===== config.mk =====
export PLATFORM = sky130hd
export DESIGN_NAME = uart_rx_loader_flat
export DESIGN_NICKNAME = d
export VERILOG_FILES = /design/src/rtl/uart_rx_loader_pkg.sv /design/src/rtl/uart_rx_loader_if.sv /design/src/rtl/uart_rx_byte.sv /design/src/rtl/uart_rx_loader.sv /design/src/flat_wrapper.sv
export SDC_FILE = /design/constraint.sdc
export NUM_CORES = 1
export LEC_CHECK = 0
export ABC_CLOCK_PERIOD_IN_PS = 2800
export CAP_MARGIN = 10
export CORE_ASPECT_RATIO = 1.1
export CORE_MARGIN = 2
export CORE_UTILIZATION = 50
export CTS_CLUSTER_DIAMETER = 100
export DETAILED_ROUTE_END_ITERATION = 12
export GPL_TIMING_DRIVEN = 1
export PLACE_DENSITY = 0.69
export SLEW_MARGIN = 20
export SYNTH_ARGS = -nofsm -noshare
export SYNTH_HDL_FRONTEND = slang
export SYNTH_SLANG_ARGS = --single-unit

===== constraint.sdc =====
create_clock -name clk -period 2.8 [get_ports clk]
set_clock_uncertainty 0.15 [all_clocks]
set_input_delay 0.7 -clock clk [delete_from_list [all_inputs] [get_ports clk]]
set_output_delay 0.7 -clock clk [all_outputs]
set_load 0.01 [all_outputs]

===== src/rtl/uart_rx_loader_pkg.sv =====
// Shared constants and types for the UART image loader.
// Holds the UART frame size, default baud timing, the image size
// shared with the down-sampling core, and the receiver state encoding.
package uart_rx_loader_pkg;

  localparam int unsigned UART_BITS            = 8;
  localparam int unsigned CLK_HZ               = 50_000_000;
  localparam int unsigned BAUD_RATE            = 9600;
  localparam int unsigned DEFAULT_CLKS_PER_BIT = CLK_HZ / BAUD_RATE;
  localparam int unsigned DEFAULT_ADDR_WIDTH   = 16;
  // 256x256 8-bit grey image.
  localparam int unsigned IMG_FRAME_BYTES      = 256 * 256;

  typedef enum logic [2:0] {
    ST_IDLE,
    ST_START,
    ST_DATA,
    ST_STOP,
    ST_BREAK,
    ST_DONE
  } rx_state_e;

endpackage


===== src/rtl/uart_rx_loader_if.sv =====
// Data-memory write port driven by the UART image loader.
//   mem_we   : one-cycle write strobe
//   mem_addr : write address
//   mem_din  : write data
// master = loader side, slave = memory side.
interface uart_rx_loader_if
  import uart_rx_loader_pkg::*;
#(
  parameter int unsigned ADDR_WIDTH = DEFAULT_ADDR_WIDTH
);

  logic                  mem_we;
  logic [ADDR_WIDTH-1:0] mem_addr;
  logic [UART_BITS-1:0]  mem_din;

  modport master (output mem_we, output mem_addr, output mem_din);
  modport slave  (input  mem_we, input  mem_addr, input  mem_din);

endinterface


===== src/rtl/uart_rx_byte.sv =====
// 8N1 UART byte receiver: 2-flop synchroniser, baud counter, shift register.
//   clk, rst      : clock, async active-low reset
//   rx_in         : serial line, idles high
//   last_byte     : the next good byte completes the image (go to DONE)
//   byte_valid_c  : good stop bit sampled this cycle; rx_byte holds the byte
//   stop_err_c    : bad stop bit sampled this cycle
//   rx_byte       : assembled byte (LSB first)
module uart_rx_byte
  import uart_rx_loader_pkg::*;
#(
  parameter int unsigned CLKS_PER_BIT = DEFAULT_CLKS_PER_BIT
) (
  input  logic                 clk,
  input  logic                 rst,
  input  logic                 rx_in,
  input  logic                 last_byte,
  output logic                 byte_valid_c,
  output logic                 stop_err_c,
  output logic [UART_BITS-1:0] rx_byte
);

  localparam int unsigned CNT_W     = $clog2(CLKS_PER_BIT);
  localparam int unsigned IDX_W     = $clog2(UART_BITS);
  localparam int unsigned HALF_LAST = CLKS_PER_BIT / 2 - 1;
  localparam int unsigned BIT_LAST  = CLKS_PER_BIT - 1;

  logic             sync1;
  logic             rxs;
  rx_state_e        state;
  rx_state_e        state_nxt;
  logic [CNT_W-1:0] cnt;
  logic [IDX_W-1:0] bit_idx;
  logic             tick_half;
  logic             tick_bit;

  // Metastability synchroniser; idles high so reset cannot fake a start bit.
  always_ff @(posedge clk or negedge rst) begin
    if (!rst) begin
      sync1 <= 1'b1;
      rxs   <= 1'b1;
    end else begin
      sync1 <= rx_in;
      rxs   <= sync1;
    end
  end

  assign tick_half = (cnt == CNT_W'(HALF_LAST));
  assign tick_bit  = (cnt == CNT_W'(BIT_LAST));

  // State register.
  always_ff @(posedge clk or negedge rst) begin
    if (!rst) state <= ST_IDLE;
    else      state <= state_nxt;
  end

  // Next-state and stop-bit decode.
  always_comb begin
    state_nxt    = state;
    byte_valid_c = 1'b0;
    stop_err_c   = 1'b0;
    unique case (state)
      ST_IDLE:  if (!rxs) state_nxt = ST_START;
      ST_START: if (tick_half) state_nxt = rxs ? ST_IDLE : ST_DATA;
      ST_DATA:  if (tick_bit && bit_idx == IDX_W'(UART_BITS - 1)) state_nxt = ST_STOP;
      ST_STOP: begin
        if (tick_bit) begin
          if (rxs) begin
            byte_valid_c = 1'b1;
            state_nxt    = last_byte ? ST_DONE : ST_IDLE;
          end else begin
            stop_err_c = 1'b1;
            state_nxt  = ST_BREAK;
          end
        end
      end
      ST_BREAK: if (rxs) state_nxt = ST_IDLE;
      ST_DONE:  state_nxt = ST_DONE;
      default:  state_nxt = ST_IDLE;
    endcase
  end

  // Baud counter restarts on every state change, so DATA samples land
  // one full bit period after the mid-start decision and each one after.
  always_ff @(posedge clk or negedge rst) begin
    if (!rst) begin
      cnt     <= '0;
      bit_idx <= '0;
      rx_byte <= '0;
    end else begin
      if (state_nxt != state)  cnt <= '0;
      else if (tick_bit)       cnt <= '0;
      else                     cnt <= cnt + CNT_W'(1);

      if (state != ST_DATA) begin
        bit_idx <= '0;
      end else if (tick_bit) begin
        bit_idx <= bit_idx + IDX_W'(1);
        rx_byte <= {rxs, rx_byte[UART_BITS-1:1]};
      end
    end
  end

endmodule


===== src/rtl/uart_rx_loader.sv =====
// Serial image loader: receives UART bytes and writes them sequentially
// into the image data memory, flagging completion to start the core.
//   clk, rst  : clock, async active-low reset
//   rx_in     : serial line, idles high
//   mem       : data-memory write port (mem_we / mem_addr / mem_din)
//   com_over  : full image loaded (sticky until reset)
//   frame_err : a stop-bit error was seen (sticky until reset)
module uart_rx_loader
  import uart_rx_loader_pkg::*;
#(
  parameter int unsigned CLKS_PER_BIT = DEFAULT_CLKS_PER_BIT,
  parameter int unsigned ADDR_WIDTH   = DEFAULT_ADDR_WIDTH,
  parameter int unsigned IMG_BYTES    = IMG_FRAME_BYTES
) (
  input  logic             clk,
  input  logic             rst,
  input  logic             rx_in,
  uart_rx_loader_if.master mem,
  output logic             com_over,
  output logic             frame_err
);

  // One extra bit so a full 2^ADDR_WIDTH image is countable without wrap.
  localparam int unsigned CNT_W = ADDR_WIDTH + 1;

  logic [CNT_W-1:0]     count;
  logic                 last_byte;
  logic                 byte_valid_c;
  logic                 stop_err_c;
  logic [UART_BITS-1:0] rx_byte;

  assign last_byte = (count == CNT_W'(IMG_BYTES - 1));

  uart_rx_byte #(
    .CLKS_PER_BIT (CLKS_PER_BIT)
  ) u_rx_byte (
    .clk          (clk),
    .rst          (rst),
    .rx_in        (rx_in),
    .last_byte    (last_byte),
    .byte_valid_c (byte_valid_c),
    .stop_err_c   (stop_err_c),
    .rx_byte      (rx_byte)
  );

  // Write strobe, address/data hold, and sticky status flags.
  always_ff @(posedge clk or negedge rst) begin
    if (!rst) begin
      mem.mem_we   <= 1'b0;
      mem.mem_addr <= '0;
      mem.mem_din  <= '0;
      count        <= '0;
      com_over     <= 1'b0;
      frame_err    <= 1'b0;
    end else begin
      mem.mem_we <= byte_valid_c;
      if (byte_valid_c) begin
        mem.mem_din  <= rx_byte;
        mem.mem_addr <= count[ADDR_WIDTH-1:0];
        count        <= count + CNT_W'(1);
        if (last_byte) com_over <= 1'b1;
      end
      if (stop_err_c) frame_err <= 1'b1;
    end
  end

endmodule


===== src/flat_wrapper.sv =====
// flat-port wrapper written by rule: the top's interface ports become plain ports
module uart_rx_loader_flat import uart_rx_loader_pkg::*;
#(
  parameter int unsigned CLKS_PER_BIT = DEFAULT_CLKS_PER_BIT,
  parameter int unsigned ADDR_WIDTH   = DEFAULT_ADDR_WIDTH,
  parameter int unsigned IMG_BYTES    = IMG_FRAME_BYTES
)
  (clk, rst, rx_in, com_over, frame_err, mem_mem_we, mem_mem_addr, mem_mem_din);
  uart_rx_loader_if #(.ADDR_WIDTH(ADDR_WIDTH)) mem_i ();
  input  logic clk;
  input  logic rst;
  input  logic rx_in;
  output logic com_over;
  output logic frame_err;
  output wire logic [$bits(mem_i.mem_we)-1:0] mem_mem_we;
  output wire logic [$bits(mem_i.mem_addr)-1:0] mem_mem_addr;
  output wire logic [$bits(mem_i.mem_din)-1:0] mem_mem_din;
  assign mem_mem_we = mem_i.mem_we;
  assign mem_mem_addr = mem_i.mem_addr;
  assign mem_mem_din = mem_i.mem_din;
  uart_rx_loader #(.CLKS_PER_BIT(CLKS_PER_BIT), .ADDR_WIDTH(ADDR_WIDTH), .IMG_BYTES(IMG_BYTES)) u_core (.clk(clk), .rst(rst), .rx_in(rx_in), .mem(mem_i), .com_over(com_over), .frame_err(frame_err));
endmodule

==> results of run 1 <==
==> power breakdown <==
group	internal (W)	switching (W)	leakage [nW]	total [W]
Combinational	0.00000656	0.0000214	0.762	0.0000279
Sequential	0.00106	0.00000200	0.998	0.00106
Clock	0.000525	0.000388	0.113	0.000913
Total	0.00159	0.000411	1.87	0.00200
==> cell families (layout without fill, tap and decap cells) <==
| family | Yosys count | count (layout) |
|---|---|---|
| multiplexers | 10 | 10 |
| flip-flops | 73 | 73 |
| AND/OR/NAND/NOR | 167 | 167 |
| XOR/XNOR | 27 | 27 |
| AO/OA/AOI/OAI | 12 | 12 |
| buffers and inverters | 19 | 57 |
| adder cells (fa/ha/maj) | 5 | 5 |
==> cell usage after synthesis (all sizes together), types with 5 or more instances <==
master	number	area (um^2)
nand3	11	55.1
buf	6	33.8
nor3	22	110
dfrtp	71	1780
mux2	8	120
clkbuf	8	30.0
nand2	92	345
xnor2	16	140
nor2	12	45.0
inv	5	18.8
xor2	11	96.3
ha	5	62.6
==> cell type report <==
class	instances	share of cell area, %
clock buffers	11	3.69
clock inverters	5	2.06
inverters	5	0.490
multi-input cells	221	34.2
flip-flops and latches	73	47.8
well taps	80	2.62
repair buffers	36	9.15
==> how the worst min path moves through the flow <==
stage / start / endpoint / slack, ps / depth (start not counted)
floorplan: u_core.u_rx_byte.sync1 / u_core.u_rx_byte.rxs / 200 / 0
global placement: u_core.u_rx_byte.sync1 / u_core.u_rx_byte.rxs / 200 / 0
detailed placement: u_core.u_rx_byte.sync1 / u_core.u_rx_byte.rxs / 200 / 0
CTS: rst / u_core.u_rx_byte.rx_byte[6] / 200 / 1
global route: u_core.u_rx_byte.sync1 / u_core.u_rx_byte.rxs / 210 / 0
finish: rst / u_core.mem.mem_addr[5] / 190 / 1
==> state kept, by name (all words and copies together), names as in the netlist <==
name and cells:
u_core.mem.mem_addr 16, u_core.u_rx_byte.rxs 1, u_core.com_over 1, u_core.u_rx_byte.rx_byte 8, u_core.u_rx_byte.state 3, u_core.u_rx_byte.sync1 1, u_core.mem.mem_we 1, u_core.count 17
u_core.mem.mem_din 8, u_core.u_rx_byte.bit_idx 3, u_core.frame_err 1, u_core.u_rx_byte.cnt 13
==> cells in the final DEF (no fill, tap or decap), types with 2 or more instances in the layout <==
| master | netlist | routed |
|---|---|---|
| sky130_fd_sc_hd__xor2_1 | 11 | 11 |
| sky130_fd_sc_hd__dfrtp_1 | 71 | 71 |
| sky130_fd_sc_hd__clkbuf_8 | 0 | 10 |
| sky130_fd_sc_hd__and3_1 | 2 | 2 |
| sky130_fd_sc_hd__dfstp_2 | 2 | 2 |
| sky130_fd_sc_hd__or3_1 | 2 | 2 |
| sky130_fd_sc_hd__ha_1 | 5 | 5 |
| sky130_fd_sc_hd__and4_1 | 2 | 2 |
| sky130_fd_sc_hd__bufinv_16 | 0 | 2 |
| sky130_fd_sc_hd__a21oi_1 | 4 | 4 |
| sky130_fd_sc_hd__nor2_1 | 12 | 12 |
| sky130_fd_sc_hd__nand4_1 | 4 | 4 |
| sky130_fd_sc_hd__nor3b_1 | 2 | 2 |
| sky130_fd_sc_hd__nor3_1 | 22 | 22 |
| sky130_fd_sc_hd__nand2_1 | 92 | 92 |
| sky130_fd_sc_hd__nand3_1 | 11 | 11 |
| sky130_fd_sc_hd__o21ai_0 | 3 | 3 |
| sky130_fd_sc_hd__mux2_4 | 8 | 8 |
| sky130_fd_sc_hd__xnor2_1 | 16 | 16 |
| sky130_fd_sc_hd__clkdlybuf4s50_1 | 0 | 28 |
| sky130_fd_sc_hd__clkinv_2 | 0 | 2 |
| sky130_fd_sc_hd__inv_1 | 5 | 5 |
| sky130_fd_sc_hd__buf_4 | 0 | 6 |
| sky130_fd_sc_hd__nand4bb_1 | 3 | 3 |
| sky130_fd_sc_hd__nor2b_1 | 4 | 4 |
| sky130_fd_sc_hd__mux2i_1 | 2 | 2 |
| sky130_fd_sc_hd__nand2b_1 | 3 | 3 |
==> per-stage QoR <==
| stage | hold slack (ps) | utilization, % |
|---|---|---|
| 2_1_floorplan | 195 | - |
| 3_3_place_gp | 196 | 58.2 |
| 3_5_place_dp | 200 | 58.2 |
| 4_1_cts | 196 | 61.8 |
| 5_1_grt | 215 | 61.8 |
| 6_report | 193 | 61.8 |
==> metal layers <==
metal	GRT usage, %	part of all wire [%]	vias up
li1	-	-	1106
met1	25.7	48	1084
met2	30.3	47	34
met3	3.81	2.8	9
met4	10.0	2.1	0
met5	0	0	-
==> summary.log, run 1 <==
qor: outcome.run_status finished clean
qor: sta.finalCriticalPeriod 2560 ps
qor: worst_setup_path.worst_r2r_endpoint u_core.u_rx_byte.rx_byte[5]
qor: synth.synth.mux.area_fraction 4.36%
qor: floorplanning.die_width 80.4 um
qor: worst_setup_path.timing.critical_path.from u_core.u_rx_byte.cnt[0]
qor: sta.max_slew.worst_pin.slew 570 ps
qor: synth.synth-xor-area-share 7.36%
qor: detailed_routing.drt_drc_violations_left 0
qor: worst_setup_path.setup.worst_path.end u_core.u_rx_byte.rx_byte[5]
qor: synth.synthArstFlopShare 100%
qor: worst_setup_path.worstPathMaxFanout 9
qor: place.port-buffer-count 29
qor: detailed_routing.vias_per_cell 5.18
qor: floorplanning.design.portCount 30
qor: power.vdd.ir_drop.worst 0.000266 V
qor: place.place.detailed.hpwl 4.03 mm
qor: sta.fmaxAchievable 0.391 GHz
qor: sta.finalWorstSetupSlack 244 ps
qor: cells_and_area.multi_input_comb_area 0.00131 mm^2
qor: detailed_routing.drt_first_iter_violations 143
qor: global_route.antenna_found_initial 0
qor: worst_setup_path.reg2reg_depth 5
qor: power.power_density 522 mW/mm^2
qor: worst_setup_path.cp.depth 5
qor: floorplanning.num_rows 30
qor: clock_network.cts_hold_buffers 0
qor: cells_and_area.flow.area_growth_from_synthesis 19.1%
qor: floorplanning.die_area 0.00709 mm^2
qor: sta.timing.final.setup_violations 0
qor: clock_network.tritoncts.num_buffers 9
qor: synth.compound_gate_fraction_of_synth_area 2.34%
qor: cells_and_area.filler_cell_count 522
qor: synth.post_synth_inst_count 313
qor: synth.synth-warning-count 0
qor: synth.syn_area_per_cell 10.3 um^2
qor: synth.yosys_most_used_dff sky130_fd_sc_hd__dfrtp_1
qor: worst_setup_path.setup.worst_path.end_class register
qor: cells_and_area.layout-drive-gt1-share 10.3%
qor: synth.synth_edf_count 0
qor: hold_path.timing.hold.worst.class in -> async
qor: power.p_leak 1.87 nW
qor: clock_network.clock_insertion_delay_worst_skew 350 ps
qor: clock_network.tritoncts_num_sinks 73
qor: detailed_routing.post_drt_wl_per_cell 13.6 um
qor: synth.yosys.cell_types.count 38
qor: detailed_routing.drt-pass1-iter-count 4
qor: worst_setup_path.worst_r2r_startpoint u_core.u_rx_byte.cnt[0]
qor: worst_setup_path.cp_slowest_cell sky130_fd_sc_hd__or3_1
qor: worst_setup_path.timing.critical_path.arrival 2640 ps
qor: global_route.track_usage 19.4%
qor: worst_setup_path.setup.reg_to_reg.worst_slack 240 ps
qor: flow_run.timing.max_cap.violations 0
qor: worst_setup_path.critical_path.startpoint_type register
qor: synth.synth-seq-area-share 56.9%
qor: sta.min_period_over_period 91.3%
qor: place.placed_cells_incl_taps 415
qor: clock_network.total_setup_buffers_inserted_after_cts 0
qor: floorplanning.coreArea 0.00619 mm^2
qor: worst_setup_path.timing.critical_path.buf_inv 0
qor: synth.largest_family_of_logic_cells_by_synthesized_area simple AND/OR/NAND/NOR gates
qor: sta.tns 0 ps
qor: worst_setup_path.crit_path_cell_trace ha_1 -> nand4bb_1 -> or3_1 -> or3_1 -> mux2_4
qor: worst_setup_path.timing.critical_path.mode_cell sky130_fd_sc_hd__or3_1
qor: cells_and_area.seq_area 0.00183 mm^2
qor: cells_and_area.num_antenna_cells 0
qor: clock_network.cts_tree yes
qor: worst_setup_path.crit_path_max_incr_delay 620 ps
qor: floorplanning.initial_core_util 51.9%
qor: clock_network.clk_pin_slew 80 ps
qor: worst_setup_path.setup.worst_path.class reg -> reg
qor: synth.syn-cell-area 0.00321 mm^2
qor: synth.synthAdderAreaFrac 1.95%
qor: clock_network.post_cts_resized 0
qor: synth.yosys.area_share.simple 24.5%
qor: global_route.grt_remaining_overflow 0
qor: sta.grt_setup_unrepaired no
qor: clock_network.cts.path.max_buffers 2
qor: synth.postSynthNetCount 321
qor: synth.synth.ff_latch_count 73
qor: global_route.maximum_number_of_pins_on_one_net_before_global_route_repair 32
qor: worst_setup_path.timing.critical_path.max_delay_family simple AND/OR/NAND/NOR gates
qor: global_route.global_route_wire_length_before_repair 10.4 mm
qor: place.placement.cell_area 0.00361 mm^2
qor: place.place_congestion 0.804
qor: cells_and_area.finish.instance_area 0.00383 mm^2
qor: detailed_routing.postRouteAntennaNets 0
qor: sta.slew_headroom 62.0%
qor: detailed_routing.routed_wirelength 5.86 mm
qor: sta.timing.final.hold_violations 0
qor: power.total_power 0.00200 W
qor: worst_setup_path.critical_path_required 2880 ps
qor: sta.timing_max_transition_violations_final 0
qor: floorplanning.die_h 88.1 um
qor: cells_and_area.post_route_non_filler_standard_cell_count 431
qor: place.pre_cts_ws 270 ps
qor: clock_network.root_buffer sky130_fd_sc_hd__clkbuf_8
qor: cells_and_area.finish.net_count 354
qor: clock_network.clock_tree.htree_level_count 3
qor: detailed_routing.num_vias 2,233
qor: global_route.vias_in_the_first_global_route 2,223
No activity file was read; power rests on OpenSTA's default activity.
==> inputs of run 2 (changes only) <==
Settings changed: REMOVE_ABC_BUFFERS set to 1, SLEW_MARGIN 20 to 30.
==> run 2 against run 1 <==
Flip-flop and latch count unchanged. Fmax grew 2.9%. Wire length is 1.7% higher. Combinational power shrank 4%. Global-route usage decreased by 0.42 points. Non-clock buffer count unchanged. Largest cell class unchanged.
==> summary.log, run 2 (synthesized netlist as in run 1, its figures left out) <==
qor: worst_setup_path.timing.critical_path.max_delay_family simple AND/OR/NAND/NOR gates
qor: clock_network.cts_tree yes
qor: power.vdd.ir_drop.worst 0.000390 V
qor: clock_network.post_cts_resized 0
qor: worst_setup_path.crit_path_max_incr_delay 600 ps
qor: detailed_routing.drt-pass1-iter-count 4
qor: sta.slew_headroom 65.4%
qor: clock_network.total_setup_buffers_inserted_after_cts 0
qor: power.netSwitchingFraction 20.1%
qor: cells_and_area.post_route_non_filler_standard_cell_count 431
qor: worst_setup_path.worst_r2r_startpoint u_core.u_rx_byte.cnt[0]
qor: cells_and_area.finish.instance_area 0.00385 mm^2
qor: detailed_routing.routed_wirelength 5.96 mm
qor: cells_and_area.flow.area_growth_from_synthesis 19.7%
qor: clock_network.clock_insertion_delay_worst_skew 340 ps
qor: sta.timing_max_transition_violations_final 0
qor: place.place.detailed.hpwl 3.90 mm
qor: cells_and_area.filler_cell_count 521
qor: place.placement.cell_area 0.00361 mm^2
qor: floorplanning.num_rows 30
qor: sta.timing.final.hold_violations 0
qor: detailed_routing.num_vias 2,265
qor: cells_and_area.num_antenna_cells 0
qor: cells_and_area.largest-register u_core.count
qor: outcome.run_status finished clean
qor: floorplanning.die_area 0.00709 mm^2
qor: cells_and_area.layout-drive-gt1-share 10.5%
qor: worst_setup_path.cp_slowest_cell sky130_fd_sc_hd__or3_1
qor: worst_setup_path.timing.critical_path.arrival 2560 ps
qor: place.place_congestion 0.824
qor: sta.grt_setup_unrepaired no
qor: detailed_routing.postRouteAntennaNets 0
qor: sta.finalCriticalPeriod 2480 ps
qor: floorplanning.coreArea 0.00619 mm^2
qor: detailed_routing.drt_first_iter_violations 148
qor: worst_setup_path.worstPathMaxFanout 9
qor: worst_setup_path.critical_path_required 2880 ps
qor: clock_network.clk_pin_slew 70 ps
qor: worst_setup_path.timing.critical_path.buf_inv 0
qor: floorplanning.die_width 80.4 um
qor: power.power_density 538 mW/mm^2
qor: power.switchingPower 0.000415 W
qor: sta.min_period_over_period 88.7%
qor: cells_and_area.finish.net_count 354
qor: clock_network.root_buffer sky130_fd_sc_hd__clkbuf_8
qor: worst_setup_path.setup.worst_path.class reg -> reg
qor: clock_network.cts.path.max_buffers 2
qor: power.p_leak 1.88 nW
qor: cells_and_area.layout.cells.most_common_list 92 x sky130_fd_sc_hd__nand2_1, 71 x sky130_fd_sc_hd__dfrtp_1, 28 x sky130_fd_sc_hd__clkdlybuf4s50_1
qor: place.port-buffer-count 29
qor: cells_and_area.largest_register_ffs 17
qor: clock_network.clock_tree.htree_level_count 3
qor: flow_run.timing.max_cap.violations 0
qor: detailed_routing.vias_per_cell 5.26
qor: power.power_frac_clock 47.6%
qor: worst_setup_path.timing.critical_path.from u_core.u_rx_byte.cnt[0]
qor: place.placed_cells_incl_taps 415
qor: worst_setup_path.timing.critical_path.mode_cell sky130_fd_sc_hd__or3_1
qor: power.sequential_fraction_of_design_power 51.1%
qor: worst_setup_path.setup.worst_path.end_class register
qor: global_route.grt_remaining_overflow 0
qor: global_route.track_usage 19.0%
qor: global_route.antenna_found_initial 0
qor: worst_setup_path.crit_path_cell_trace ha_1 -> nand4bb_1 -> or3_1 -> or3_1 -> mux2_4
qor: sta.fin_hold_ws 207 ps
qor: cells_and_area.reg.largest.list u_core.count (17), u_core.mem.mem_addr (16), u_core.u_rx_byte.cnt (13)
qor: sta.timing.final.setup_violations 0
qor: hold_path.timing.hold.worst.class in -> async
qor: detailed_routing.drt_drc_violations_left 0
qor: cells_and_area.mostFrequentLayoutCell sky130_fd_sc_hd__nand2_1
qor: power.pwr-share-comb 1.3%
qor: power.total_power 0.00207 W
qor: clock_network.tritoncts_num_sinks 73
qor: detailed_routing.post_drt_wl_per_cell 13.8 um
qor: global_route.maximum_number_of_pins_on_one_net_before_global_route_repair 74
qor: floorplanning.die_h 88.1 um
qor: global_route.vias_in_the_first_global_route 2,252
qor: worst_setup_path.critical_path.startpoint_type register
qor: floorplanning.initial_core_util 51.9%
qor: sta.max_slew.worst_pin.slew 519 ps
qor: clock_network.cts_hold_buffers 0
qor: clock_network.tritoncts.num_buffers 9
qor: floorplanning.design.portCount 30
qor: sta.fmaxAchievable 0.403 GHz
qor: global_route.global_route_wire_length_before_repair 10.3 mm
qor: power.internal_power 0.00166 W
==> run 2: area by class of cell <==
| type | instances | area (um^2) | share of cell area, % |
|---|---|---|---|
| Inverter | 5 | 18.8 | 0.488 |
| Tap cell | 80 | 100 | 2.60 |
| Clock buffer | 9 | 124 | 3.22 |
| Clock inverter | 7 | 118 | 3.06 |
| Timing Repair Buffer | 36 | 350 | 9.10 |
| Multi-Input combinational cell | 221 | 1310 | 34.0 |
| Sequential cell | 73 | 1830 | 47.5 |
==> run 2: power by group through the flow <==
stage / clock network [W] / logic (W) / registers [W]
3_3_place_gp: 0 / 0.0000283 / 0.00108
2_1_floorplan: 0 / 0.00000174 / 0.00108
3_5_place_dp: 0 / 0.0000285 / 0.00108
4_1_cts: 0.00101 / 0.0000284 / 0.00106
5_1_grt: 0.00106 / 0.0000319 / 0.00106
6_report: 0.000986 / 0.0000267 / 0.00106
==> run 2: worst reg2reg max path, cell delays in order (launching register included) <==
cell                        delay (ps)
sky130_fd_sc_hd__dfrtp_1           400
sky130_fd_sc_hd__ha_1              240
sky130_fd_sc_hd__nand4bb_1         200
sky130_fd_sc_hd__or3_1             400
sky130_fd_sc_hd__or3_1             600
sky130_fd_sc_hd__mux2_4            380
==> run 2: metal layers <==
metal  vias up  share of wire (%)  GRT usage [%]
li1       1109                  -              -
met1      1090                 45           24.4
met2        60                 50           31.1
met3         6                3.7           4.74
met4         0               0.96           7.24
met5         -                  0              0
==> run 2: path summary, 6_finish.rpt <==
path / slack [ps] / endpoint / depth (start not counted)
max: 320 / u_core.u_rx_byte.rx_byte[6] / 5
min: 210 / u_core.mem.mem_din[3] / 2
max reg2reg: 320 / u_core.u_rx_byte.rx_byte[6] / 5
min reg2reg: 210 / u_core.u_rx_byte.rxs / 0
max in group asynchronous: 1930 / u_core.u_rx_byte.rxs / 2
min in group clk: 210 / u_core.u_rx_byte.rxs / 0
==> run 2: per-stage QoR <==
step	utilization, %	TNS, ps	worst slack, ps
2_1_floorplan	-	-18860	-1140
3_3_place_gp	58.2	0	412
3_5_place_dp	58.2	0	352
4_1_cts	62.1	0	323
5_1_grt	62.1	0	128
6_report	62.1	0	317
==> inputs of run 3 (changes only) <==
Settings changed: ABC_CLOCK_PERIOD_IN_PS 2800 to unset, CORE_UTILIZATION 50 to 57, PLACE_DENSITY 0.69 to 0.77.
==> run 3 against run 2 <==
Sequential share of layout area up 0.58 points. Largest power group unchanged. Hold slack about the same. Non-clock buffer count down 2. Critical path depth unchanged. Sequential power about the same. Fmax down 3.6%. Global-route usage up 2.4 points. Core utilization up 7.9 points. Final cell count down 2.1%.
==> summary.log, run 3 (synthesized netlist as in run 1, its figures left out) <==
qor: outcome.run_status finished clean
qor: global_route.maximum_number_of_pins_on_one_net_before_global_route_repair 74
qor: global_route.track_usage 21.4%
qor: floorplanning.die_h 82.8 um
qor: place.placement.cell_area 0.00359 mm^2
qor: worst_setup_path.timing.critical_path.arrival 2660 ps
qor: worst_setup_path.worstPathMaxFanout 9
qor: floorplanning.die_area 0.00626 mm^2
qor: place.port-buffer-count 29
qor: power.internal_power 0.00160 W
qor: sta.finalCriticalPeriod 2580 ps
qor: worst_setup_path.crit_path_cell_trace ha_1 -> nand4bb_1 -> or3_1 -> or3_1 -> mux2_4
qor: floorplanning.die_width 75.6 um
qor: detailed_routing.drt_drc_violations_left 0
qor: detailed_routing.total_met2_wirelength_after_detailed_routing 2.72 mm
qor: cells_and_area.flow.area_growth_from_synthesis 18.3%
qor: worst_setup_path.timing.critical_path.buf_inv 0
qor: cells_and_area.layout.cells.most_common_list 92 x sky130_fd_sc_hd__nand2_1, 71 x sky130_fd_sc_hd__dfrtp_1, 28 x sky130_fd_sc_hd__clkdlybuf4s50_1
qor: global_route.global_route_wire_length_before_repair 9.83 mm
qor: cells_and_area.largest_register_ffs 17
qor: clock_network.root_buffer sky130_fd_sc_hd__clkbuf_8
qor: clock_network.clock_tree.htree_level_count 3
qor: cells_and_area.post_route_non_filler_standard_cell_count 422
qor: power.switchingPower 0.000388 W
qor: sta.min_period_over_period 92.0%
qor: power.power_frac_clock 45.5%
qor: cells_and_area.largest-register u_core.count
qor: power.power_density 523 mW/mm^2
qor: sta.slew_headroom 67.4%
qor: floorplanning.coreArea 0.00543 mm^2
qor: detailed_routing.routed_wirelength 5.54 mm
qor: place.place.detailed.hpwl 3.68 mm
qor: sta.max_slew.worst_pin.slew 488 ps
qor: power.netSwitchingFraction 19.5%
qor: place.place_congestion 0.826
qor: global_route.grt_remaining_overflow 0
qor: detailed_routing.num_vias 2,249
qor: sta.timing_max_transition_violations_final 0
qor: detailed_routing.vias_per_cell 5.33
qor: cells_and_area.finish.net_count 352
qor: sta.fmaxAchievable 0.388 GHz
qor: cells_and_area.layout-drive-gt1-share 9.51%
qor: sta.grt_setup_unrepaired no
qor: worst_setup_path.timing.critical_path.mode_cell sky130_fd_sc_hd__or3_1
qor: global_route.antenna_found_initial 0
qor: global_route.vias_in_the_first_global_route 2,250
qor: clock_network.total_setup_buffers_inserted_after_cts 0
qor: clock_network.cts.path.max_buffers 2
qor: sta.fin_hold_ws 207 ps
qor: detailed_routing.routed_met3_length 144 um
qor: clock_network.tritoncts.num_buffers 9
qor: power.pwr-share-comb 1.3%
qor: floorplanning.num_rows 28
qor: cells_and_area.num_antenna_cells 0
qor: clock_network.clk_pin_slew 70 ps
qor: worst_setup_path.critical_path.startpoint_type register
qor: clock_network.tritoncts_num_sinks 73
qor: clock_network.clock_insertion_delay_worst_skew 350 ps
qor: worst_setup_path.crit_path_max_incr_delay 610 ps
qor: worst_setup_path.timing.critical_path.max_delay_family simple AND/OR/NAND/NOR gates
qor: sta.finalWorstSetupSlack 224 ps
qor: clock_network.cts_tree yes
qor: worst_setup_path.critical_path_required 2880 ps
qor: place.placed_cells_incl_taps 408
qor: hold_path.timing.hold.worst.class reg -> reg
qor: worst_setup_path.setup.worst_path.end_class register
qor: flow_run.timing.max_cap.violations 0
qor: detailed_routing.post_drt_wl_per_cell 13.1 um
qor: cells_and_area.finish.instance_area 0.00380 mm^2
qor: floorplanning.design.portCount 30
qor: sta.timing.final.hold_violations 0
qor: power.p_leak 1.86 nW
qor: detailed_routing.drt-met1-wl 2.57 mm
qor: detailed_routing.drt_first_iter_violations 222
qor: sta.timing.final.setup_violations 0
qor: sta.tns 0 ps
qor: cells_and_area.reg.largest.list u_core.count (17), u_core.mem.mem_addr (16), u_core.u_rx_byte.cnt (13)
qor: place.pre_cts_ws 256 ps
qor: worst_setup_path.setup.worst_path.class reg -> reg
qor: cells_and_area.mostFrequentLayoutCell sky130_fd_sc_hd__nand2_1
qor: detailed_routing.maxUsedRoutingLayer met4
qor: cells_and_area.filler_cell_count 413
qor: power.vdd.ir_drop.worst 0.000450 V
qor: detailed_routing.drt-pass1-iter-count 4
qor: clock_network.cts_hold_buffers 0
qor: power.sequential_fraction_of_design_power 53.2%
qor: worst_setup_path.cp_slowest_cell sky130_fd_sc_hd__or3_1
qor: floorplanning.initial_core_util 59.2%
qor: detailed_routing.postRouteAntennaNets 0
qor: clock_network.post_cts_resized 0
## run 3: changes by cell type in the layout (fill, tap and decap cells not counted)
cell	change
sky130_fd_sc_hd__bufinv_16	-1
sky130_fd_sc_hd__buf_4	-2
sky130_fd_sc_hd__clkbuf_8	+2
sky130_fd_sc_hd__inv_6	-1
sky130_fd_sc_hd__clkinv_4	-1
sky130_fd_sc_hd__clkinv_2	-1
## run 3: cell type report
| type | instances | area (um^2) | share of cell area, % |
|---|---|---|---|
| timing repair buffer | 34 | 335 | 8.82 |
| tap | 75 | 93.8 | 2.47 |
| multi-input combinational | 221 | 1310 | 34.4 |
| sequential | 73 | 1830 | 48.1 |
| clock inverter | 3 | 65.1 | 1.71 |
| inverter | 5 | 18.8 | 0.494 |
| clock buffer | 11 | 151 | 3.98 |
## run 3: worst paths after layout
kind	from	to	depth (start not counted)	slack [ps]
worst max-delay path	u_core.u_rx_byte.cnt[0]	u_core.u_rx_byte.rx_byte[5]	5	220
worst min-delay path	u_core.u_rx_byte.sync1	u_core.u_rx_byte.rxs	0	210
worst max register to register	u_core.u_rx_byte.cnt[0]	u_core.u_rx_byte.rx_byte[5]	5	220
worst min register to register	u_core.u_rx_byte.sync1	u_core.u_rx_byte.rxs	0	210
max in group asynchronous	rst	u_core.u_rx_byte.sync1	2	1960
min in group asynchronous	rst	u_core.mem.mem_din[0]	2	220
## run 3: power by group through the flow
stage	sequential [W]	combinational [W]	clock, W
2_1_floorplan	0.00108	0.00000174	0
3_3_place_gp	0.00108	0.0000274	0
3_5_place_dp	0.00108	0.0000279	0
4_1_cts	0.00106	0.0000277	0.000918
5_1_grt	0.00106	0.0000315	0.000958
6_report	0.00106	0.0000260	0.000904
## run 3: through the flow
stage / total power (W) / utilization (%)
5_1_grt: 0.00205 / 70.0
4_1_cts: 0.00200 / 70.0
6_report: 0.00199 / 70.0
2_1_floorplan: 0.00108 / -
3_5_place_dp: 0.00111 / 66.0
3_3_place_gp: 0.00111 / 66.0
## run 3: routing by layer
layer	up-vias	GRT usage, %
met3	9	4.00
met4	0	11.8
met5	-	0
li1	1100	-
met2	34	34.3
met1	1106	27.2
